`config.mk`:
```
export PLATFORM = sky130hd
export DESIGN_NAME = nem_ohmux_sel_seq
export DESIGN_NICKNAME = d
export VERILOG_FILES = /design/src/rtl/nem_relay_pkg.sv /design/src/rtl/nem_settle_timer.sv /design/src/rtl/nem_ohmux_sel_seq.sv
export SDC_FILE = /design/constraint.sdc
export NUM_CORES = 1
export LEC_CHECK = 0
export CAP_MARGIN = 10
export CORE_UTILIZATION = 30
export CTS_BUF_LIST = sky130_fd_sc_hd__clkbuf_2 sky130_fd_sc_hd__clkbuf_4 sky130_fd_sc_hd__clkbuf_8
export CTS_CLUSTER_SIZE = 10
export DETAILED_ROUTE_END_ITERATION = 16
export HOLD_SLACK_MARGIN = 0.06
export PLACE_DENSITY = 0.51
export SYNTH_ARGS = -nofsm -noshare
export SYNTH_HDL_FRONTEND = slang
export SYNTH_SLANG_ARGS = --single-unit
export TNS_END_PERCENT = 5
```
`constraint.sdc`:
```
create_clock -name clk -period 4.2 [get_ports clk]
set_input_delay 1.26 -clock clk [delete_from_list [all_inputs] [get_ports clk]]
set_output_delay 1.26 -clock clk [all_outputs]
set_load 0.005 [all_outputs]
```
`src/rtl/nem_relay_pkg.sv`:
```
// Shared types for NEM-relay select sequencing: sequencer state encoding and
// a one-hot decode helper.
package nem_relay_pkg;

    localparam int OH_MAX   = 64;
    localparam int OH_IDX_W = 6;

    typedef enum logic [1:0] {
        IDLE    = 2'd0,
        STABLE  = 2'd1,
        RELEASE = 2'd2,
        ENGAGE  = 2'd3
    } relay_state_e;

    // Callers truncate the result to their own select width.
    function automatic logic [OH_MAX-1:0] onehot(input logic [OH_IDX_W-1:0] idx);
        logic [OH_MAX-1:0] r;
        r      = '0;
        r[idx] = 1'b1;
        return r;
    endfunction

endpackage

```
`src/rtl/nem_settle_timer.sv`:
```
// Loadable down-counter with a zero flag; parks at zero until reloaded.
module nem_settle_timer #(
    parameter int W = 3
) (
    input  logic         clk,
    input  logic         rst_n,
    input  logic         load,
    input  logic [W-1:0] load_val,
    output logic         zero
);

    logic [W-1:0] cnt_q, cnt_d;

    always_comb begin
        cnt_d = cnt_q;
        if (load)
            cnt_d = load_val;
        else if (cnt_q != '0)
            cnt_d = cnt_q - 1'b1;
    end

    always_ff @(posedge clk or negedge rst_n) begin
        if (!rst_n) cnt_q <= '0;
        else        cnt_q <= cnt_d;
    end

    assign zero = (cnt_q == '0);

endmodule

```
`src/rtl/nem_ohmux_sel_seq.sv`:
```
// Break-before-make one-hot select sequencer for a NEM-relay mux.
// Define NEM_OHMUX_SEL_OFF_EN to add the off_req port (drive all selects low).
module nem_ohmux_sel_seq
    import nem_relay_pkg::*;
#(
    parameter int N_IN      = 2,
    parameter int T_RELEASE = 4,
    parameter int T_ENGAGE  = 6,
    localparam int SEL_W    = (N_IN > 2) ? $clog2(N_IN) : 1
) (
    input  logic             clk,
    input  logic             rst_n,
`ifdef NEM_OHMUX_SEL_OFF_EN
    input  logic             off_req,
`endif
    input  logic             req_valid,
    output logic             req_ready,
    input  logic [SEL_W-1:0] req_idx,
    output logic [N_IN-1:0]  sel,
    output logic [SEL_W-1:0] cur_idx,
    output logic             cur_vld,
    output logic             done,
    output logic             err
);

    localparam int T_MAX = (T_RELEASE > T_ENGAGE) ? T_RELEASE : T_ENGAGE;
    localparam int CNT_W = (T_MAX > 1) ? $clog2(T_MAX + 1) : 1;
    // The timer is loaded with T-1 so each phase lasts exactly T cycles.
    localparam logic [CNT_W-1:0] REL_LD = CNT_W'(T_RELEASE - 1);
    localparam logic [CNT_W-1:0] ENG_LD = CNT_W'(T_ENGAGE - 1);

    relay_state_e     state_q, state_d;
    logic [N_IN-1:0]  sel_q, sel_d;
    logic [SEL_W-1:0] cur_idx_q, cur_idx_d;
    logic [SEL_W-1:0] tgt_q, tgt_d;
    logic             cur_vld_q, cur_vld_d;
    logic             done_q, done_d;
    logic             err_q, err_d;
    logic             ld_en;
    logic [CNT_W-1:0] ld_val;
    logic             cnt_zero;
    logic             idx_bad;
`ifdef NEM_OHMUX_SEL_OFF_EN
    logic             off_pend_q, off_pend_d;
`endif

    assign req_ready = (state_q == IDLE) || (state_q == STABLE);
    assign idx_bad   = 32'(req_idx) >= 32'(N_IN);

    nem_settle_timer #(.W(CNT_W)) u_timer (
        .clk      (clk),
        .rst_n    (rst_n),
        .load     (ld_en),
        .load_val (ld_val),
        .zero     (cnt_zero)
    );

    always_comb begin
        state_d   = state_q;
        sel_d     = sel_q;
        cur_idx_d = cur_idx_q;
        cur_vld_d = cur_vld_q;
        tgt_d     = tgt_q;
        done_d    = 1'b0;
        err_d     = 1'b0;
        ld_en     = 1'b0;
        ld_val    = '0;
`ifdef NEM_OHMUX_SEL_OFF_EN
        off_pend_d = off_pend_q;
`endif
        case (state_q)
            IDLE: begin
`ifdef NEM_OHMUX_SEL_OFF_EN
                if (off_req)
                    done_d = 1'b1;
                else
`endif
                if (req_valid) begin
                    if (idx_bad) begin
                        err_d = 1'b1;
                    end else begin
                        // Nothing to release: engage the new relay straight away.
                        tgt_d   = req_idx;
                        sel_d   = N_IN'(onehot(OH_IDX_W'(req_idx)));
                        state_d = ENGAGE;
                        ld_en   = 1'b1;
                        ld_val  = ENG_LD;
                    end
                end
            end
            STABLE: begin
`ifdef NEM_OHMUX_SEL_OFF_EN
                if (off_req) begin
                    sel_d      = '0;
                    cur_vld_d  = 1'b0;
                    off_pend_d = 1'b1;
                    state_d    = RELEASE;
                    ld_en      = 1'b1;
                    ld_val     = REL_LD;
                end else
`endif
                if (req_valid) begin
                    if (idx_bad) begin
                        err_d = 1'b1;
                    end else if (req_idx == cur_idx_q) begin
                        done_d = 1'b1;
                    end else begin
                        tgt_d     = req_idx;
                        sel_d     = '0;
                        cur_vld_d = 1'b0;
                        state_d   = RELEASE;
                        ld_en     = 1'b1;
                        ld_val    = REL_LD;
                    end
                end
            end
            RELEASE: begin
                if (cnt_zero) begin
`ifdef NEM_OHMUX_SEL_OFF_EN
                    if (off_pend_q) begin
                        off_pend_d = 1'b0;
                        state_d    = IDLE;
                        done_d     = 1'b1;
                    end else
`endif
                    begin
                        sel_d   = N_IN'(onehot(OH_IDX_W'(tgt_q)));
                        state_d = ENGAGE;
                        ld_en   = 1'b1;
                        ld_val  = ENG_LD;
                    end
                end
            end
            ENGAGE: begin
                if (cnt_zero) begin
                    state_d   = STABLE;
                    cur_idx_d = tgt_q;
                    cur_vld_d = 1'b1;
                    done_d    = 1'b1;
                end
            end
            default: state_d = IDLE;
        endcase
    end

    always_ff @(posedge clk or negedge rst_n) begin
        if (!rst_n) begin
            state_q   <= IDLE;
            sel_q     <= '0;
            cur_idx_q <= '0;
            tgt_q     <= '0;
            cur_vld_q <= 1'b0;
            done_q    <= 1'b0;
            err_q     <= 1'b0;
`ifdef NEM_OHMUX_SEL_OFF_EN
            off_pend_q <= 1'b0;
`endif
        end else begin
            state_q   <= state_d;
            sel_q     <= sel_d;
            cur_idx_q <= cur_idx_d;
            tgt_q     <= tgt_d;
            cur_vld_q <= cur_vld_d;
            done_q    <= done_d;
            err_q     <= err_d;
`ifdef NEM_OHMUX_SEL_OFF_EN
            off_pend_q <= off_pend_d;
`endif
        end
    end

    assign sel     = sel_q;
    assign cur_idx = cur_idx_q;
    assign cur_vld = cur_vld_q;
    assign done    = done_q;
    assign err     = err_q;

endmodule

```
==> flow_metrics.env, run 1 <==
export IMPL_cts_tree="done"
export IMPL_ctsLongestPathBuffers=2
export IMPL_crit_type="reg2out"
export IMPL_die_x_um=50.0
export IMPL_vias=495
export IMPL_worst_pin_slew_ns=0.549
export IMPL_die_height_um=50.0
export IMPL_fin_skew_ns=0.00204
export IMPL_synth_xor_area_share_pct=3.80
export IMPL_drv_slew=0
export IMPL_first_iter_violations=5
export IMPL_min_path_type="reg2reg"
export IMPL_clock_latency_ns=0.26
export IMPL_dp_cells=106
export IMPL_core_area_um2=2190
export IMPL_nets=95
export IMPL_synth_compound_area_share_pct=13.9
export IMPL_synthTopCellsByArea="dfrtp_1, ha_1, mux2_2, a21oi_1, mux2i_1"
export IMPL_synth_simple_area_share_pct=13.7
export IMPL_firstDrtPassIters=2
export IMPL_syn_nets=83
export IMPL_slew_headroom_pct=63.3
export IMPL_stdcell_count=110
export IMPL_grt_max_degree=12
export IMPL_endpoint_kind="primary output"
export IMPL_gp_congestion=0.761
export IMPL_root_buffer="clkbuf_4"
export IMPL_post_cts_buffers=0
export IMPL_synth_flop_cell="dfrtp_1"
export IMPL_detail_route_wl_per_cell_um=11.4
export IMPL_synth_avg_cell_area_um2=9.75
export IMPL_setup_viol=0
export IMPL_path_cells="inv_1 > ha_1 > or2_2 > clkdlybuf4s50_1"
export IMPL_status="completed"
export IMPL_yosysWarnings=0
export IMPL_tns_ns=0
export IMPL_synth_top_area_cell="dfrtp_1"
export IMPL_grt_pass1_wl_um=2070
export IMPL_syn_to_final_growth_pct=20.6
export IMPL_cts_resized=0
export IMPL_fmax_ghz=0.326
export IMPL_ys_seq_elements=11
export IMPL_clkSinkCount=11
export IMPL_start_util_pct=31.6
export IMPL_async_flop_share_pct=100
export IMPL_p_per_area_nw_per_um2=725
export IMPL_drive_gt1_share_pct=12.2
export IMPL_synth_adder_area_share_pct=14.5
export IMPL_antenna_found_initial=0
export IMPL_pin_count=11
export IMPL_antenna_cells=0
export IMPL_syn_inst=71
export IMPL_drv_max_cap_violation_count=0
export IMPL_wirelength_um=1250
export IMPL_period_minus_slack_ns=3.07
export IMPL_synth_top_cells_by_count="dfrtp_1, ha_1, a21oi_1, nand2_1"
export IMPL_syn_area_um2=692
export IMPL_start_kind="flip-flop"
export IMPL_finalHoldViolCount=0
export IMPL_muxShareOfSynthArea_pct=9.22
export IMPL_synth_top_area_share_pct=39.8
export IMPL_p_leak_nw=0.381
export IMPL_ant_nets=0
export IMPL_synth_edf_count=0
export IMPL_grt_overflow=0
export IMPL_grt_pass1_vias=493
export IMPL_die_area_um2=2500
export IMPL_slowest_stage="clkdlybuf4s50_1"
export IMPL_ys_types=25
export IMPL_ir_drop_mv=0.389
export IMPL_holdBufCountCts=0
export IMPL_portBuffers=9
export IMPL_via_per_inst=4.50
export IMPL_dpl_hpwl_um=949
export IMPL_critPathMaxFanout=7
export IMPL_htreeDepth=1
export IMPL_grt_usage_pct=11.3
export IMPL_rows=17
export IMPL_rsz0062_at_grt="false"
export IMPL_ys_seq_area_share_pct=39.8
export IMPL_max_stage_delay_ns=0.44
export IMPL_period_share_pct=73.1
export IMPL_yosysMostFrequentCell="dfrtp_1"
export IMPL_path_clk_slew_ns=0.07
export IMPL_synth_top_family_by_area="adder cells"
export IMPL_arrival_ns=1.81
export IMPL_cp_data_required_time_ns=2.94
export IMPL_drc=0
export IMPL_cts_buffers=3
[registers in the layout (all words and copies together) (netlist names)]
register,count
sel,2
cur_idx,1
cur_vld,1
state_q,2
done,1
u_timer.cnt_q,3
tgt_q,1
[where the power goes]
| part | switching, mW | internal (mW) | total (mW) |
|---|---|---|---|
| Sequential | 0.0372 | 0.156 | 0.193 |
| Combinational | 0.158 | 0.176 | 0.333 |
| Clock | 0.0361 | 0.0432 | 0.0792 |
[layout by cell type, fill, tap and decap left out]
| master | n |
|---|---|
| xnor2_1 | 2 |
| a211oi_1 | 1 |
| nand3_1 | 1 |
| xor2_1 | 1 |
| nor2b_1 | 1 |
| o21bai_1 | 2 |
| or2_2 | 1 |
| or3_1 | 1 |
| nor3_1 | 2 |
| nor2_1 | 3 |
| conb_1 | 1 |
| a21oi_1 | 6 |
| mux2_2 | 3 |
| o21ai_0 | 5 |
| nand3b_1 | 2 |
| o21ba_2 | 1 |
| dfrtp_1 | 11 |
| inv_1 | 5 |
| nand2_1 | 6 |
| nand2b_1 | 2 |
| clkbuf_4 | 4 |
| mux2i_1 | 3 |
| clkdlybuf4s50_1 | 9 |
| ha_1 | 8 |
| a21oi_2 | 1 |
[critical path, delay by kind of cell, from the launching register on]
family	cells	cell delay, ns
and+or+nand+nor	1	0.33
buffers and inverters	2	0.54
DFF	1	0.39
adders and majority gates	1	0.27
[metrics by stage]
step / power (mW) / util (%) / worst slack [ns] / cell area, um^2 / hold WS [ns]
after floorplan: 0.428 / - / 1.93 / 692 / 0.504
after global placement: 0.526 / 36.7 / 1.46 / 805 / 0.500
after detailed placement: 0.531 / 36.7 / 1.41 / 805 / 0.506
after CTS: 0.612 / 38.1 / 1.12 / 835 / 0.523
after global routing: 0.664 / 38.1 / 1.04 / 835 / 0.535
final: 0.605 / 38.1 / 1.13 / 835 / 0.517
[cell families after synthesis]
| logic type | count (synthesis) |
|---|---|
| fa+ha+maj | 8 |
| xor+xnor | 3 |
| flops | 11 |
| simple gates | 19 |
| other cells | 1 |
| buf+inv | 7 |
| compound gates | 16 |
| mux | 6 |
[final cells by class]
class | instances | area (um^2)
repair buffers | 9 | 90.1
multi-input cells | 53 | 385
flip-flops and latches | 11 | 275
fillers | 220 | 1360
clock buffers | 4 | 30.0
inverters | 5 | 18.8
well taps | 28 | 35.0
[routing by layer]
metal  global-route usage, %  vias up  wire [um]
li1                        -      260          -
met1                    13.6      230        615
met2                    17.8        3        591
met3                    5.56        2         32
met4                    2.86        0          9
met5                       0        -          0
[final timing paths]
path | from | end | slack, ns | cells past startpoint
hold reg to reg | sel[0] | sel[0] | 0.52 | 1
setup / recovery | state_q[1] | req_ready | 1.13 | 4
hold / removal | sel[0] | sel[0] | 0.52 | 1
min in group asynchronous | rst_n | done | 1.34 | 1
max in group asynchronous | rst_n | u_timer.cnt_q[1] | 2.52 | 1
setup reg to reg | u_timer.cnt_q[0] | sel[1] | 2.38 | 6
No activity file was read; power rests on OpenSTA's default activity.
==> inputs of run 2 (changes only) <==
- PLACE_DENSITY: 0.51 -> 0.53
- clock period: 4.2 -> 2.82 ns (I/O delays scaled with it)
==> run 2 against run 1 <==
Net effect:
- sequential share of layout area unchanged
- critical path type unchanged
- register-to-register slack worse by 1.3 ns
- highest routed layer unchanged
- setup slack worse by 0.98 ns
- first-iteration DRC count up 140%
- cell area unchanged
==> flow_metrics.env, run 2 (same netlist as run 1, synthesis figures left out) <==
export IMPL_worst_r2r_setup_slack_ns=1.03
export IMPL_p_per_area_nw_per_um2=1100
export IMPL_cts_buffers=3
export IMPL_syn_to_final_growth_pct=20.6
export IMPL_slew_headroom_pct=63.5
export IMPL_start_util_pct=31.6
export IMPL_dp_cells=106
export IMPL_grt_overflow=0
export IMPL_grt_usage_pct=13.6
export IMPL_holdBufCountCts=0
export IMPL_cp_data_required_time_ns=1.97
export IMPL_htreeDepth=1
export IMPL_final_util_pct=38.1
export IMPL_gp_congestion=0.797
export IMPL_detail_route_wl_per_cell_um=12.9
export IMPL_finalHoldViolCount=0
export IMPL_portBuffers=9
export IMPL_grt_max_degree=12
export IMPL_die_x_um=50.0
export IMPL_die_area_um2=2500
export IMPL_mostFrequentLayoutCells="dfrtp_1, clkdlybuf4s50_1, ha_1"
export IMPL_final_common_cell="dfrtp_1"
export IMPL_firstDrtPassIters=4
export IMPL_nets=95
export IMPL_min_path_type="reg2reg"
export IMPL_antenna_cells=0
export IMPL_top_register="u_timer.cnt_q"
export IMPL_placed_area_um2=805
export IMPL_ir_drop_mv=0.486
export IMPL_critPathMaxFanout=7
export IMPL_die_height_um=50.0
export IMPL_fmax_ghz=0.374
export IMPL_cp_startpoint="state_q[1]"
export IMPL_arrival_ns=1.83
export IMPL_r2r_start="u_timer.cnt_q[0]"
export IMPL_drv_slew=0
export IMPL_grt_pass1_vias=538
export IMPL_largest_reg_flops=3
export IMPL_rsz0062_at_grt="false"
export IMPL_post_cts_buffers=0
export IMPL_worstHoldStart="sel[1]"
export IMPL_dpl_hpwl_um=1040
export IMPL_fin_skew_ns=0.00754
export IMPL_p_leak_nw=0.381
export IMPL_pin_count=11
export IMPL_drive_gt1_share_pct=12.2
export IMPL_dp_slack_ns=0.448
export IMPL_antenna_found_initial=0
export IMPL_r2r_end="sel[0]"
export IMPL_fin_area_um2=835
export IMPL_via_per_inst=4.80
export IMPL_drv_max_cap_violation_count=0
export IMPL_worst_pin_slew_ns=0.546
export IMPL_worst_slack_ns=0.145
export IMPL_hold_end="sel[1]"
export IMPL_min_path_cells=1
export IMPL_grt_pass1_wl_um=2460
export IMPL_hold_ws_ns=0.515
export IMPL_stdcell_count=110
export IMPL_period_share_pct=94.8
export IMPL_ff2ff_path_depth=6
export IMPL_cts_resized=0
export IMPL_status="completed"
export IMPL_clock_latency_ns=0.28
export IMPL_clkSinkCount=11
export IMPL_path_clk_slew_ns=0.08
export IMPL_core_area_um2=2190
export IMPL_ctsLongestPathBuffers=2
export IMPL_cts_tree="done"
export IMPL_endpoint_kind="primary output"
export IMPL_crit_type="reg2out"
export IMPL_setup_viol=0
export IMPL_period_minus_slack_ns=2.67
export IMPL_first_iter_violations=12
export IMPL_root_buffer="clkbuf_4"
export IMPL_wirelength_um=1420
export IMPL_start_kind="flip-flop"
export IMPL_ant_nets=0
export IMPL_tns_ns=0
export IMPL_rows=17
export IMPL_power_total_mw=0.922
export IMPL_vias=528
export IMPL_drc=0
==> run 2: worst max-delay path by stage <==
| stage | endpoint | cells after the start |
|---|---|---|
| 3_3_place_gp | req_ready | 4 |
| 6_report | req_ready | 4 |
| 2_1_floorplan | req_ready | 3 |
| 3_5_place_dp | req_ready | 4 |
| 5_1_grt | req_ready | 4 |
| 4_1_cts | req_ready | 4 |
==> run 2: final cells by class <==
cell class,instances,area [um^2]
timing repair buffer,9,90.1
inverter,5,18.8
tap,28,35.0
sequential,11,275
clock buffer,4,30.0
multi-input combinational,53,385
fill,234,1360
==> run 2: report_power, final <==
part           internal [mW]  leakage, nW  switching, mW
clock                 0.0645       0.0184         0.0574
sequential             0.232        0.135         0.0587
combinational          0.263        0.227          0.247
total                  0.559        0.381          0.363
==> run 2: critical path, stage by stage (launching register included) <==
cell and delay [ns]:
dfrtp_1 0.40, inv_1 0.11, ha_1 0.27, or2_2 0.33, clkdlybuf4s50_1 0.44
==> run 2: per-layer routing <==
layer / GRT usage [%] / routed length, um / up-vias
met5: 0 / 0 / -
met4: 2.86 / 9 / 0
met1: 19.1 / 684 / 262
met2: 19.8 / 674 / 8
li1: - / - / 256
met3: 4.63 / 47 / 2
